==> config.mk <==
export PLATFORM = sky130hd
export DESIGN_NAME = flex_deserializer_flat
export DESIGN_NICKNAME = d
export VERILOG_FILES = /design/src/rtl/flex_deser_pkg.sv /design/src/rtl/flex_deserializer_if.sv /design/src/rtl/deser_out_reg.sv /design/src/rtl/flex_deserializer.sv /design/src/flat_wrapper.sv
export SDC_FILE = /design/constraint.sdc
export NUM_CORES = 1
export LEC_CHECK = 0
export CORE_MARGIN = 4
export CORE_UTILIZATION = 53
export CTS_CLUSTER_SIZE = 40
export DETAILED_ROUTE_END_ITERATION = 8
export PLACE_DENSITY = 0.75
export SLEW_MARGIN = 5
export SYNTH_ARGS = -nofsm -noshare
export SYNTH_HDL_FRONTEND = slang
export SYNTH_HIERARCHICAL = 1
export SYNTH_SLANG_ARGS = --single-unit
==> constraint.sdc <==
create_clock -name clk_i -period 2.5 [get_ports clk_i]
set_input_delay 0.5 -clock clk_i [delete_from_list [all_inputs] [get_ports clk_i]]
set_output_delay 0.5 -clock clk_i [all_outputs]
set_load 0.02 [all_outputs]
==> src/rtl/flex_deser_pkg.sv <==
// Shared helpers for the flexible serial-to-parallel deserializer.
package flex_deser_pkg;

    // Width of a count that must represent 0..w inclusive.
    function automatic int mod_width(input int w);
        return $clog2(w + 1);
    endfunction

    // Buffer position of the k-th received bit of a word (k = 0 is the first bit).
    function automatic int pos(input int k, input bit msb_first, input int w);
        if (msb_first) begin
            return w - 1 - k;
        end else begin
            return k;
        end
    endfunction

endpackage

==> src/rtl/flex_deserializer_if.sv <==
// Serial input handshake and parallel output handshake of the deserializer.
interface flex_deserializer_if
    import flex_deser_pkg::*;
#(
    parameter int DATA_BUS_WIDTH = 16,
    parameter int MOD_WIDTH      = mod_width(DATA_BUS_WIDTH)
);
    logic                      data_i;
    logic                      data_val_i;
    logic                      data_last_i;
    logic                      data_ready_o;
    logic [DATA_BUS_WIDTH-1:0] deser_data_o;
    logic [MOD_WIDTH-1:0]      deser_data_mod_o;
    logic                      deser_data_val_o;
    logic                      deser_data_ready_i;

    // Deserializer side.
    modport slave (
        input  data_i, data_val_i, data_last_i, deser_data_ready_i,
        output data_ready_o, deser_data_o, deser_data_mod_o, deser_data_val_o
    );

    // Source / consumer side.
    modport master (
        output data_i, data_val_i, data_last_i, deser_data_ready_i,
        input  data_ready_o, deser_data_o, deser_data_mod_o, deser_data_val_o
    );
endinterface

==> src/rtl/deser_out_reg.sv <==
// Valid/ready output holding register; also produces the upstream ready.
module deser_out_reg #(
    parameter int DATA_BUS_WIDTH = 16,
    parameter int MOD_WIDTH      = 5
) (
    input  logic                      clk_i,
    input  logic                      srst_i,
    input  logic                      load_i,
    input  logic [DATA_BUS_WIDTH-1:0] word_i,
    input  logic [MOD_WIDTH-1:0]      mod_i,
    input  logic                      out_ready_i,
    output logic                      in_ready_o,
    output logic [DATA_BUS_WIDTH-1:0] out_data_o,
    output logic [MOD_WIDTH-1:0]      out_mod_o,
    output logic                      out_val_o
);
    logic                      val_q;
    logic [DATA_BUS_WIDTH-1:0] data_q;
    logic [MOD_WIDTH-1:0]      mod_q;

    // A new word may enter when the register is empty or being drained this cycle.
    assign in_ready_o = !val_q || out_ready_i;

    // Load a completed word, release on handshake, otherwise hold the word stable.
    always_ff @(posedge clk_i) begin
        if (srst_i) begin
            val_q  <= 1'b0;
            data_q <= {DATA_BUS_WIDTH{1'b0}};
            mod_q  <= {MOD_WIDTH{1'b0}};
        end else if (load_i) begin
            val_q  <= 1'b1;
            data_q <= word_i;
            mod_q  <= mod_i;
        end else if (out_ready_i) begin
            val_q  <= 1'b0;
        end else begin
            val_q  <= val_q;
            data_q <= data_q;
            mod_q  <= mod_q;
        end
    end

    assign out_val_o  = val_q;
    assign out_data_o = data_q;
    assign out_mod_o  = mod_q;
endmodule

==> src/rtl/flex_deserializer.sv <==
// Serial bit collector with selectable bit order and early word termination.
module flex_deserializer
    import flex_deser_pkg::*;
#(
    parameter int DATA_BUS_WIDTH = 16,
    parameter int MSB_FIRST      = 1,
    parameter int MOD_WIDTH      = mod_width(DATA_BUS_WIDTH)
) (
    input  logic                 clk_i,
    input  logic                 srst_i,
    flex_deserializer_if.slave   bus_if
);
    logic [MOD_WIDTH-1:0]      cnt_q;
    logic [MOD_WIDTH-1:0]      cnt_d;
    logic [DATA_BUS_WIDTH-1:0] buf_q;
    logic [DATA_BUS_WIDTH-1:0] buf_d;
    logic [DATA_BUS_WIDTH-1:0] word_s;
    logic [MOD_WIDTH-1:0]      mod_s;
    logic                      in_ready_s;
    logic                      accept_s;
    logic                      is_final_s;
    logic                      done_s;
    int                        bit_pos_s;

    assign accept_s   = bus_if.data_val_i && in_ready_s;
    assign is_final_s = (cnt_q == MOD_WIDTH'(DATA_BUS_WIDTH - 1)) || bus_if.data_last_i;
    assign done_s     = accept_s && is_final_s;
    assign mod_s      = cnt_q + MOD_WIDTH'(1);

    // Buffer slot that the bit currently on data_i would occupy.
    always_comb begin
        bit_pos_s = pos(int'(cnt_q), (MSB_FIRST != 0), DATA_BUS_WIDTH);
    end

    // Current buffer with the incoming bit merged in, so the completing bit is not lost.
    always_comb begin
        word_s = buf_q;
        for (int i = 0; i < DATA_BUS_WIDTH; i++) begin
            word_s[i] = buf_q[i] | (bus_if.data_i & (i == bit_pos_s));
        end
    end

    // Advance on each accepted bit; a completing bit restarts a fresh empty word.
    always_comb begin
        cnt_d = cnt_q;
        buf_d = buf_q;
        if (accept_s) begin
            if (is_final_s) begin
                cnt_d = {MOD_WIDTH{1'b0}};
                buf_d = {DATA_BUS_WIDTH{1'b0}};
            end else begin
                cnt_d = mod_s;
                buf_d = word_s;
            end
        end else begin
            cnt_d = cnt_q;
            buf_d = buf_q;
        end
    end

    // Collector state; reset discards any partially received word.
    always_ff @(posedge clk_i) begin
        if (srst_i) begin
            cnt_q <= {MOD_WIDTH{1'b0}};
            buf_q <= {DATA_BUS_WIDTH{1'b0}};
        end else begin
            cnt_q <= cnt_d;
            buf_q <= buf_d;
        end
    end

    deser_out_reg #(
        .DATA_BUS_WIDTH (DATA_BUS_WIDTH),
        .MOD_WIDTH      (MOD_WIDTH)
    ) u_out_reg (
        .clk_i       (clk_i),
        .srst_i      (srst_i),
        .load_i      (done_s),
        .word_i      (word_s),
        .mod_i       (mod_s),
        .out_ready_i (bus_if.deser_data_ready_i),
        .in_ready_o  (in_ready_s),
        .out_data_o  (bus_if.deser_data_o),
        .out_mod_o   (bus_if.deser_data_mod_o),
        .out_val_o   (bus_if.deser_data_val_o)
    );

    assign bus_if.data_ready_o = in_ready_s;
endmodule
==> src/flat_wrapper.sv <==
// flat-port wrapper written by rule: the top's interface ports become plain ports
module flex_deserializer_flat import flex_deser_pkg::*;
#(
    parameter int DATA_BUS_WIDTH = 16,
    parameter int MSB_FIRST      = 1,
    parameter int MOD_WIDTH      = mod_width(DATA_BUS_WIDTH)
)
  (clk_i, srst_i, bus_if_data_i, bus_if_data_val_i, bus_if_data_last_i, bus_if_deser_data_ready_i, bus_if_data_ready_o, bus_if_deser_data_o, bus_if_deser_data_mod_o, bus_if_deser_data_val_o);
  flex_deserializer_if #(.DATA_BUS_WIDTH(DATA_BUS_WIDTH), .MOD_WIDTH(MOD_WIDTH)) bus_if_i ();
  input  logic clk_i;
  input  logic srst_i;
  input wire logic [$bits(bus_if_i.data_i)-1:0] bus_if_data_i;
  input wire logic [$bits(bus_if_i.data_val_i)-1:0] bus_if_data_val_i;
  input wire logic [$bits(bus_if_i.data_last_i)-1:0] bus_if_data_last_i;
  input wire logic [$bits(bus_if_i.deser_data_ready_i)-1:0] bus_if_deser_data_ready_i;
  output wire logic [$bits(bus_if_i.data_ready_o)-1:0] bus_if_data_ready_o;
  output wire logic [$bits(bus_if_i.deser_data_o)-1:0] bus_if_deser_data_o;
  output wire logic [$bits(bus_if_i.deser_data_mod_o)-1:0] bus_if_deser_data_mod_o;
  output wire logic [$bits(bus_if_i.deser_data_val_o)-1:0] bus_if_deser_data_val_o;
  assign bus_if_i.data_i = bus_if_data_i;
  assign bus_if_i.data_val_i = bus_if_data_val_i;
  assign bus_if_i.data_last_i = bus_if_data_last_i;
  assign bus_if_i.deser_data_ready_i = bus_if_deser_data_ready_i;
  assign bus_if_data_ready_o = bus_if_i.data_ready_o;
  assign bus_if_deser_data_o = bus_if_i.deser_data_o;
  assign bus_if_deser_data_mod_o = bus_if_i.deser_data_mod_o;
  assign bus_if_deser_data_val_o = bus_if_i.deser_data_val_o;
  flex_deserializer #(.DATA_BUS_WIDTH(DATA_BUS_WIDTH), .MSB_FIRST(MSB_FIRST), .MOD_WIDTH(MOD_WIDTH)) u_core (.clk_i(clk_i), .srst_i(srst_i), .bus_if(bus_if_i));
endmodule
Yosys cells after proc, flatten, opt, wreduce, memory -nomap -nowiden
Index checks and enable logic that the tools add are counted.
Widths: inputs -> output; s select.
- flip-flop bits (word level): 43
- input port bits: 6
- output and inout port bits: 23
- word-level logic and storage cells: 66
- add/subtract/negate cells: 2
- equality and inequality tests: 16
- mux-type cells: 4
- bitwise logic cells: 32
- reductions and logical operators: 7
- operators by type and width (operator ; number):
    $eq 5x32->1 const A ; 8
    $eq 4x32->1 const A ; 4
    $eq 3x32->1 const A ; 2
    $eq 2x32->1 const A ; 1
    $logic_not 32->1 ; 1
    $and 1x1->1 ; 16
    $mux 16 ; 1
    $or 1x1->1 ; 16
    $sub 4x5->6 const A ; 1
    $add 5x1->5 const B ; 1
    $eq 5x4->1 const B ; 1
    $mux 5 ; 1
    $logic_and 1x1->1 ; 2
    $logic_or 1x1->1 ; 2
    $mux 1 ; 2
    $reduce_bool 2->1 ; 1
    $logic_not 1->1 ; 1

Logic depth before layout (Yosys ltp)
Gate-level depths: netlist of the first run.
- depth after elaboration: 5
- mapped depth: 8
- mapped depth without buffers: 6

By module
The synthesis of the first run kept the hierarchy.
- by module, submodules not included (module ; instances ; cells an instance ; area an instance (um^2) ; seq. area each (um^2)):
    flex_deserializer ; 1 ; 131 ; 1151.1 ; 420.4
    deser_out_reg ; 1 ; 72 ; 804.5 ; 440.4

Worst setup path before layout of the first run
OpenSTA, ideal clock, no wires.
- path kind: input -> register
- start point: input bus_if_deser_data_ready_i
- end point: register u_core.u_out_reg.data_q[2], in the netlist u_core/u_out_reg/out_data_o[2]
- setup time: 0.128 ns
- arrival: 1.827 ns
- required time: 2.372 ns
- path slack: 0.546 ns
- stages: 8
- buffers on the path: 3
- path through: nand2b_1 -> nand2_1 -> a21oi_4 -> buf_6 -> buf_6 -> buf_12 -> mux2i_1 -> nor2_1
- cells in the longest elaborated chain, start to end: 3
- ends and longest elaborated chain (item ; RTL line ; RTL):
    start: declaration ; flat_wrapper.sv:15 ; input wire logic [$bits(bus_if_i.deser_data_ready_i)-1:0] bus_if_deser_data_ready_i;
    $logic_or 1x1->1 ; deser_out_reg.sv:22 ; assign in_ready_o = !val_q || out_ready_i;
    $logic_and 1x1->1 ; flex_deserializer.sv:25 ; assign accept_s = bus_if.data_val_i && in_ready_s;
    $logic_and 1x1->1 ; flex_deserializer.sv:27 ; assign done_s = accept_s && is_final_s;
    via u_core.done_s ; flex_deserializer.sv:22 ; logic done_s;
    end signal: assignment ; deser_out_reg.sv:28 ; data_q <= {DATA_BUS_WIDTH{1'b0}};
    end signal: assignment ; deser_out_reg.sv:32 ; data_q <= word_i;
    end signal: assignment ; deser_out_reg.sv:38 ; data_q <= data_q;
    end: declaration ; deser_out_reg.sv:18 ; logic [DATA_BUS_WIDTH-1:0] data_q;
The timed path passes the listed nets, and every way through them passes these cells.
A chain may end at the register's enable or synchronous reset.

Worst setup path in the final report of the first run
- start point: input bus_if_deser_data_ready_i
- end point: output bus_if_data_ready_o
- cells in the longest elaborated chain, start to end: 1
- ends and longest elaborated chain (item ; RTL line ; RTL):
    $logic_or 1x1->1 ; deser_out_reg.sv:22 ;
    end: declaration ; flat_wrapper.sv:16 ; output wire logic [$bits(bus_if_i.data_ready_o)-1:0] bus_if_data_ready_o;
No other way between the ends.

==> reports/metrics.yaml, run 1 <==
outcome:
  status: "finished, final reports clean"
worst_setup_path:
  reg2reg_depth: 6
  cp_data_required_time_ns: 2.00
  reg2reg_to: "u_core/u_out_reg/out_data_o[15]"
  crit_fanout: 6
  cp-end-kind: "primary output"
  path_class: "input port to primary output"
  cp-start-kind: "input port"
  reg2reg_from: "u_core/cnt_q[0]"
  r2r_setup_slack_ns: 0.75
  arrival_ns: 1.77
timing:
  period_minus_slack_ns: 2.266
  tns_ns: 0
  relSlewSlack: 0.6077
  report.final.setup_viol: 0
  finalCritPeriodShare: 0.9064
  clock_skew_ns: 0.008264
  drv_slew: 0
  hold_ws_ns: 0.4638
  grt_setup_unrepaired: "false"
  tightest_slew_ns: 0.5866
  hold_violations: 0
  max_freq_mhz: 441.3
logic_synthesis:
  synth_top_cell_area_share: 0.4402
  synth_most_common_cell: "dfxtp_1"
  ys_ff_latch: 43
  synth_warnings: 6
  ys_types: 36
  yosys-top-cells-count: "dfxtp_1 (43), nor2_1 (23), mux2i_1 (21)"
  synth-main-ff-cell: "dfxtp_1"
  synth_top_area_cell: "dfxtp_1"
  synthCells: 203
  yosys-top-cells-area: "dfxtp_1 (44%), mux2i_1 (11%), nor2_1 (4.4%)"
  synth.avg_cell_area_um2: 9.634
  synth_seq_area_share: 0.4402
  synth_async_sr_flop_share: 0
  syn_nets: 215
  synth.cell_area_um2: 1956
  synth_edf_count: 0
placed_design:
  port_buffers: 28
  place_hpwl_um: 2851
  routabilityCongestion: 0.8485
global_route:
  first_global_vias: 1444
  grt_max_degree: 31
  grt_usage: 0.1821
  grt_pass1_wl_um: 6444
  globalRoute.totalOverflow: 0
  grt_antenna_before_repair: 0
floorplan:
  die_w_um: 68.75
  core_um2: 3442
  start_util: 0.5682
  die_h_um: 68.75
  rows: 21
  dieArea_um2: 4726
  ioPinCount: 29
clocking:
  cts-resized-gates: 0
  clock-sinks: 43
  root_buffer: "clkbuf_8"
  hold_buffers: 0
  cts_buffer_depth: 2
  ctsHtreeMaxLevel: 2
  clkTransAtPathRegs_ns: 0.07
  clock_latency_ns: 0.29
  cts_buffers: 5
  tritoncts: "built"
  post-cts-setup-buffers: 0
pwr:
  irDropWorstVdd_uv: 404.2
  p_per_area_nw_per_um2: 527.4
  leakagePower_nw: 0.9685
  power_w: 0.001217
route:
  detail-route-antenna-nets: 0
  vias: 1514
  routed_wl_um: 3987
  drc: 0
  drt_iter0_drc: 78
  viasPerCell: 5.505
  wire_per_inst_um: 14.50
  firstDrtPassIters: 4
cells_and_area:
  diodes: 0
  syn_to_final_growth_pct: 17.98
  fillers: 297
  drive_gt1_frac: 0.07424
  nets: 240
min_path:
  hold_path.class: "flop to flop"
  hold_path_depth: 2
  min_to: "u_core/buf_q[0]"
  hold_start: "u_core/buf_q[0]"
flow_run:
  max-cap-violations: 0
## metrics by stage
stage	utilization	setup slack (ns)	instance area (um^2)	std cells
finish	0.6703	0.2340	2307	275
global route	0.6703	0.2009	2307	275
CTS	0.6703	0.2346	2307	275
detailed placement	0.6459	0.2331	2223	267
global placement	0.6459	0.2499	2223	267
floorplan	-	0.5456	1956	203
## logic make-up after synthesis
logic type	share of synthesized area
and+or+nand+nor	0.1971
DFF	0.4402
AOI/OAI and AO/OA	0.1350
buffers and inverters	0.07294
muxes	0.1075
adders and majority gates	0.03839
xor gates and xnor gates	0.008959
## registers in the layout, indices dropped and copies added, names as in the netlist
signal	cells
u_core/buf_q	16
u_core/u_out_reg/out_data_o	16
u_core/cnt_q	5
u_core/u_out_reg/out_mod_o	5
u_core/u_out_reg/out_val_o	1
## placed cells by master, fill, tap and decap left out, drive strengths merged, types with 5 or more instances in the layout
cell           instances
inv                    6
mux2i                 21
a21oi                 13
nor3                  15
nor2                  24
dfxtp                 43
ha                     6
nand2                  9
clkbuf                 5
a31oi                  8
a21o                   8
o21bai                 8
buf                    5
clkdlybuf4s50         28
## worst max-delay path, stage by stage
cell and delay [ns]:
clkdlybuf4s50_1 0.44, nand2b_1 0.18, clkdlybuf4s50_1 0.64
## worst max-delay path by stage
| stage | startpoint | endpoint | slack [ns] | cells past startpoint |
|---|---|---|---|---|
| floorplan | bus_if_deser_data_ready_i | u_core/u_out_reg/out_data_o[2] | 0.55 | 8 |
| global placement | bus_if_deser_data_ready_i | bus_if_data_ready_o | 0.25 | 3 |
| detailed placement | bus_if_deser_data_ready_i | bus_if_data_ready_o | 0.23 | 3 |
| CTS | bus_if_deser_data_ready_i | bus_if_data_ready_o | 0.23 | 3 |
| global route | bus_if_deser_data_ready_i | bus_if_data_ready_o | 0.20 | 3 |
| finish | bus_if_deser_data_ready_i | bus_if_data_ready_o | 0.23 | 3 |
## metal layers
layer  vias up  global-route usage  wire length (um)
li1        752                   -                 -
met4         0             0.09246                68
met3         8             0.04376               182
met2        47              0.2896              1935
met5         -                   0                 0
met1       707              0.2289              1801
## area by class of cell
cell class,instances,area [um^2],area share
clock buffer,5,68.82,0.02983
multi-input combinational,139,952.2,0.4127
timing repair buffer,33,330.3,0.1432
sequential,43,860.8,0.3731
clock inverter,3,15.01,0.006508
tap,46,57.56,0.02495
inverter,6,22.52,0.009761
## power breakdown
group	total, W	switching, W	internal, W
sequential	0.000697	0.00000548	0.000691
clock	0.000417	0.000226	0.000191
combinational	0.000103	0.0000611	0.0000417
total	0.00122	0.000293	0.000924
(Power assumes the default switching activity.)
==> inputs of run 2 (changes only) <==
--- a/config.mk
+++ b/config.mk
@@ -5,8 +5,9 @@
 export SDC_FILE = /design/constraint.sdc
 export NUM_CORES = 1
 export LEC_CHECK = 0
-export CORE_MARGIN = 4
+export CORE_MARGIN = 2
 export CORE_UTILIZATION = 53
+export CTS_CLUSTER_DIAMETER = 50
 export CTS_CLUSTER_SIZE = 40
 export DETAILED_ROUTE_END_ITERATION = 8
 export PLACE_DENSITY = 0.75
==> reports/metrics.yaml, run 2 (synthesis results as in run 1) <==
flow_run:
  max-cap-violations: 0  # unchanged
clocking:
  clock-sinks: 43  # unchanged
  ctsHtreeMaxLevel: 2  # unchanged
  hold_buffers: 0  # unchanged
  root_buffer: "clkbuf_8"
  post-cts-setup-buffers: 0  # unchanged
  cts_buffer_depth: 2  # unchanged
  tritoncts: "built"
  cts_buffers: 5  # unchanged
  cts-resized-gates: 0  # unchanged
  clock_latency_ns: 0.29  # about the same
  clkTransAtPathRegs_ns: 0.08  # about the same
floorplan:
  dieArea_um2: 4192  # -11%
  ioPinCount: 29  # unchanged
  die_h_um: 64.75  # -5.8%
  start_util: 0.5423  # -0.02583
  rows: 22  # +4.8%
  die_w_um: 64.75  # -5.8%
  core_um2: 3606  # +4.8%
worst_setup_path:
  cp_cell_sequence: "clkdlybuf4s50_1, nand2b_1, clkdlybuf4s50_1"
  crit_family: "buffers and inverters"
  cpMaxStageDelayCell: "clkdlybuf4s50_1"
  path_buf_inv: 2  # unchanged
  cp-start-kind: "input port"
  cpMostUsedCell: "clkdlybuf4s50_1"
  arrival_ns: 1.76  # about the same
  slowest_delay_ns: 0.63  # about the same
  cp-end-kind: "primary output"
  cp_data_required_time_ns: 2.00  # about the same
  crit_fanout: 6  # unchanged
  path_class: "input port to primary output"
global_route:
  globalRoute.totalOverflow: 0  # unchanged
  grt_antenna_before_repair: 0  # unchanged
  grt_usage: 0.2051  # +0.02296
  first_global_vias: 1440  # -0.28%
  grt_max_degree: 19  # -39%
  grt_pass1_wl_um: 6672  # +3.5%
cells_and_area:
  nets: 241  # +0.42%
  diodes: 0  # unchanged
  final_common_cell: "dfxtp_1"
  fillers: 303  # +2.0%
  seqCellArea_um2: 860.8  # unchanged
  drive_gt1_frac: 0.07391  # -0.0003228
  multi_input_area_um2: 952.2  # unchanged
  final_cell_mix: "dfxtp_1 (43), clkdlybuf4s50_1 (28), nor2_1 (23), mux2i_1 (21), nor3_1 (15)"
  syn_to_final_growth_pct: 17.91  # about the same
route:
  drt_iter0_drc: 80  # +2.6%
  wire_per_inst_um: 13.65  # -5.8%
  vias: 1508  # -0.40%
  drc: 0  # unchanged
  firstDrtPassIters: 4  # unchanged
  viasPerCell: 5.424  # -1.5%
  detail-route-antenna-nets: 0  # unchanged
  routed_wl_um: 3796  # -4.8%
timing:
  hold_violations: 0  # unchanged
  report.final.setup_viol: 0  # unchanged
  relSlewSlack: 0.6102  # +0.002563
  finalCritPeriodShare: 0.9040  # -0.002443
  max_freq_mhz: 442.5  # +0.27%
  period_minus_slack_ns: 2.260  # -0.006107 ns
  clock_skew_ns: 0.003621  # -0.004643 ns
  tightest_slew_ns: 0.5828  # -0.003834 ns
  drv_slew: 0  # unchanged
  grt_setup_unrepaired: "false"
  hold_ws_ns: 0.4836  # +0.01976 ns
  tns_ns: 0  # unchanged
pwr:
  p_per_area_nw_per_um2: 530.1  # +0.50%
  leakagePower_nw: 0.9636  # -0.50%
  irDropWorstVdd_uv: 467.5  # +16%
min_path:
  hold_path.class: "flop to flop"
placed_design:
  place_hpwl_um: 2761  # -3.2%
  routabilityCongestion: 0.8375  # -1.3%
  port_buffers: 28  # unchanged
outcome:
  status: "finished, final reports clean"
[run 2: cell types whose count changed in the layout (fill, tap and decap cells not counted)]
cell,before,now
buf_4,4,6
clkinv_2,3,1
buf_12,1,0
clkbuf_1,0,1
clkinvlp_4,0,1
[run 2: power by group]
part	total (W)	internal, W	leakage, nW	switching [W]
Combinational	0.000101	0.0000404	0.575	0.0000602
Sequential	0.000696	0.000691	0.347	0.00000546
Clock	0.000425	0.000195	0.0412	0.000230
[run 2: area by class of cell]
type                       instances  share of cell area
clock buffer                       6             0.03147
inverter                           6            0.009767
tap                               48             0.02604
clock inverter                     2            0.005426
multi-input combinational        139              0.4129
timing repair buffer              34              0.1411
sequential                        43              0.3733
[run 2: metrics by stage]
stage / utilization / cells / instance area [um^2] / setup WS, ns / total power [W]
5_1_grt: 0.6395 / 278 / 2306 / 0.1539 / 0.001275
3_5_place_dp: 0.6159 / 270 / 2221 / 0.2333 / 0.0008130
2_1_floorplan: - / 203 / 1956 / 0.5456 / 0.0007870
3_3_place_gp: 0.6159 / 270 / 2221 / 0.2521 / 0.0008097
4_1_cts: 0.6395 / 278 / 2306 / 0.2314 / 0.001235
6_report: 0.6395 / 278 / 2306 / 0.2401 / 0.001222
[run 2: final timing paths]
path | start | endpoint | slack (ns) | cells past startpoint
setup / recovery | bus_if_deser_data_ready_i | bus_if_data_ready_o | 0.24 | 3
hold / removal | u_core/buf_q[0] | u_core/buf_q[0] | 0.48 | 2
hold reg to reg | u_core/buf_q[0] | u_core/buf_q[0] | 0.48 | 2
setup reg to reg | u_core/cnt_q[0] | u_core/u_out_reg/out_data_o[3] | 0.72 | 6
[run 2: layer usage]
layer	wire, um	track usage
met1	1750	0.2613
met3	197	0.03993
met2	1795	0.3389
met5	0	0
met4	53	0.08511
[run 2: worst min-delay path, stage by stage, from the launching register on]
cell and delay [ns]:
dfxtp_1 0.32, nand2_1 0.06, a21oi_1 0.06
==> inputs of run 3 (changes only) <==
--- a/config.mk
+++ b/config.mk
@@ -5,9 +5,10 @@
 export SDC_FILE = /design/constraint.sdc
 export NUM_CORES = 1
 export LEC_CHECK = 0
+export CAP_MARGIN = 20
 export CORE_MARGIN = 2
 export CORE_UTILIZATION = 53
-export CTS_CLUSTER_DIAMETER = 50
+export CTS_CLUSTER_DIAMETER = 120
 export CTS_CLUSTER_SIZE = 40
 export DETAILED_ROUTE_END_ITERATION = 8
 export PLACE_DENSITY = 0.75
==> constraint.sdc (replaced) <==
create_clock -name clk_i -period 2.1 [get_ports clk_i]
set_input_delay 0.42 -clock clk_i [delete_from_list [all_inputs] [get_ports clk_i]]
set_output_delay 0.42 -clock clk_i [all_outputs]
set_load 0.02 [all_outputs]
==> reports/metrics.yaml, run 3 (synthesis results as in run 1) <==
worst_setup_path:
  cp-start-kind: "flop"
  path_class: "flop to flop"
  path_buf_inv: 1  # -1
  r2r_setup_slack_ns: 0.31  # -0.41 ns
  crit_fanout: 17  # +11
  cp_data_required_time_ns: 2.29  # +0.29 ns
  arrival_ns: 1.98  # +0.22 ns
  cp_cell_sequence: "ha_1, nand4b_4, a21oi_4, buf_4, mux2i_1, nor2_1"
  cpMaxStageDelayCell: "dfxtp_1"
  cp-end-kind: "flop"
  slowest_delay_ns: 0.44  # -0.19 ns
  crit_family: "flip-flops"
placed_design:
  routabilityCongestion: 0.8564  # +2.3%
  port_buffers: 28  # unchanged
  pre_cts_ws_ns: 0.06138  # -0.1720 ns
  place_hpwl_um: 2864  # +3.7%
timing:
  layout_setup_ws_ns: 0.3063  # +0.06619 ns
  tns_ns: 0  # unchanged
  relSlewSlack: 0.6847  # +0.07449
  tightest_slew_ns: 0.4729  # -0.1099 ns
  period_minus_slack_ns: 1.794
  grt_setup_unrepaired: "false"
  drv_slew: 0  # unchanged
  finalCritPeriodShare: 0.8542
  report.final.setup_viol: 0  # unchanged
  max_freq_mhz: 557.5
  clock_skew_ns: 0.003028  # -0.0005934 ns
  hold_violations: 0  # unchanged
floorplan:
  core_um2: 3606  # unchanged
  dieArea_um2: 4192  # unchanged
  die_w_um: 64.75  # unchanged
  die_h_um: 64.75  # unchanged
  ioPinCount: 29  # unchanged
  start_util: 0.5423  # unchanged
  rows: 22  # unchanged
route:
  routed_wl_um: 3939  # +3.8%
  viasPerCell: 5.416  # -0.15%
  vias: 1522  # +0.93%
  firstDrtPassIters: 4  # unchanged
  drt_iter0_drc: 32  # -60%
  drc: 0  # unchanged
  detail-route-antenna-nets: 0  # unchanged
  wire_per_inst_um: 14.02  # +2.7%
clocking:
  tritoncts: "built"
  cts_buffers: 5  # unchanged
  root_buffer: "clkbuf_8"
  clock_latency_ns: 0.29  # about the same
  clock-sinks: 43  # unchanged
  cts_buffer_depth: 2  # unchanged
  ctsHtreeMaxLevel: 2  # unchanged
  clkTransAtPathRegs_ns: 0.07  # about the same
pwr:
  irDropWorstVdd_uv: 518.5  # +11%
  leakagePower_nw: 0.9833  # +2.0%
  p_per_area_nw_per_um2: 619.4  # +17%
cells_and_area:
  diodes: 0  # unchanged
  syn_to_final_growth_pct: 19.64
  drive_gt1_frac: 0.08155  # +0.007632
  final_common_cell: "dfxtp_1"
  final_cell_mix: "dfxtp_1 (43), clkdlybuf4s50_1 (27), nor2_1 (23), mux2i_1 (21), nor3_1 (15)"
  nets: 244  # +1.2%
  fillers: 311  # +2.6%
min_path:
  hold_path.class: "flop to flop"
global_route:
  grt_max_degree: 21  # +2
  globalRoute.totalOverflow: 0  # unchanged
  first_global_vias: 1549  # +7.6%
  grt_pass1_wl_um: 6775  # +1.5%
  grt_usage: 0.2108  # +0.005689
  grt_antenna_before_repair: 0  # unchanged
outcome:
  status: "finished, final reports clean"
flow_run:
  max-cap-violations: 0  # unchanged
run 3: cell type report:
class | instances | area [um^2] | area share
multi-input combinational | 139 | 952.2 | 0.4070
inverter | 6 | 22.52 | 0.009626
tap | 48 | 60.06 | 0.02567
clock buffer | 7 | 76.32 | 0.03262
timing repair buffer | 37 | 362.8 | 0.1551
clock inverter | 1 | 5.005 | 0.002139
sequential | 43 | 860.8 | 0.3679
run 3: worst paths after layout:
kind,cells after the start,to,startpoint
worst min register to register,2,u_core/buf_q[0],u_core/buf_q[0]
worst max register to register,6,u_core/u_out_reg/out_data_o[5],u_core/cnt_q[1]
worst max-delay path,6,u_core/u_out_reg/out_data_o[5],u_core/cnt_q[1]
worst min-delay path,2,u_core/buf_q[0],u_core/buf_q[0]
run 3: tightest hold or removal path, delay by kind of cell (launching register included):
kind	cells	cell delay (ns)
flip-flops	1	0.32
AND/OR/NAND/NOR	1	0.07
AO/OA/AOI/OAI	1	0.06
run 3: timing repair:
action | 4_1_cts | 5_1_grt
resized for setup | 0 | 1
setup endpoints to repair | 0 | 1
hold buffers | 0 | 0
buffers inserted | 0 | 0
run 3: layer usage:
metal  vias to the layer above  track usage  share of wire
li1                        768            -              -
met1                       707       0.2442           0.44
met2                        39       0.3531           0.50
met3                         8      0.06944          0.042
met4                         0      0.09309          0.017
met5                         -            0              0
run 3: through the flow:
step                utilization  total power (W)  std cells  hold slack (ns)  area (um^2)
global placement         0.6256        0.0009698        273           0.4413         2256
floorplan                     -        0.0009370        203           0.4324         1956
global route             0.6489         0.001510        281           0.5199         2340
detailed placement       0.6256        0.0009725        273           0.4816         2256
finish                   0.6489         0.001449        281           0.4901         2340
CTS                      0.6482         0.001469        281           0.4921         2337
run 3: power by group:
group / switching [W] / internal [W] / total, W
clock network: 0.000262 / 0.000233 / 0.000495
logic: 0.0000718 / 0.0000529 / 0.000125
registers: 0.00000618 / 0.000823 / 0.000829
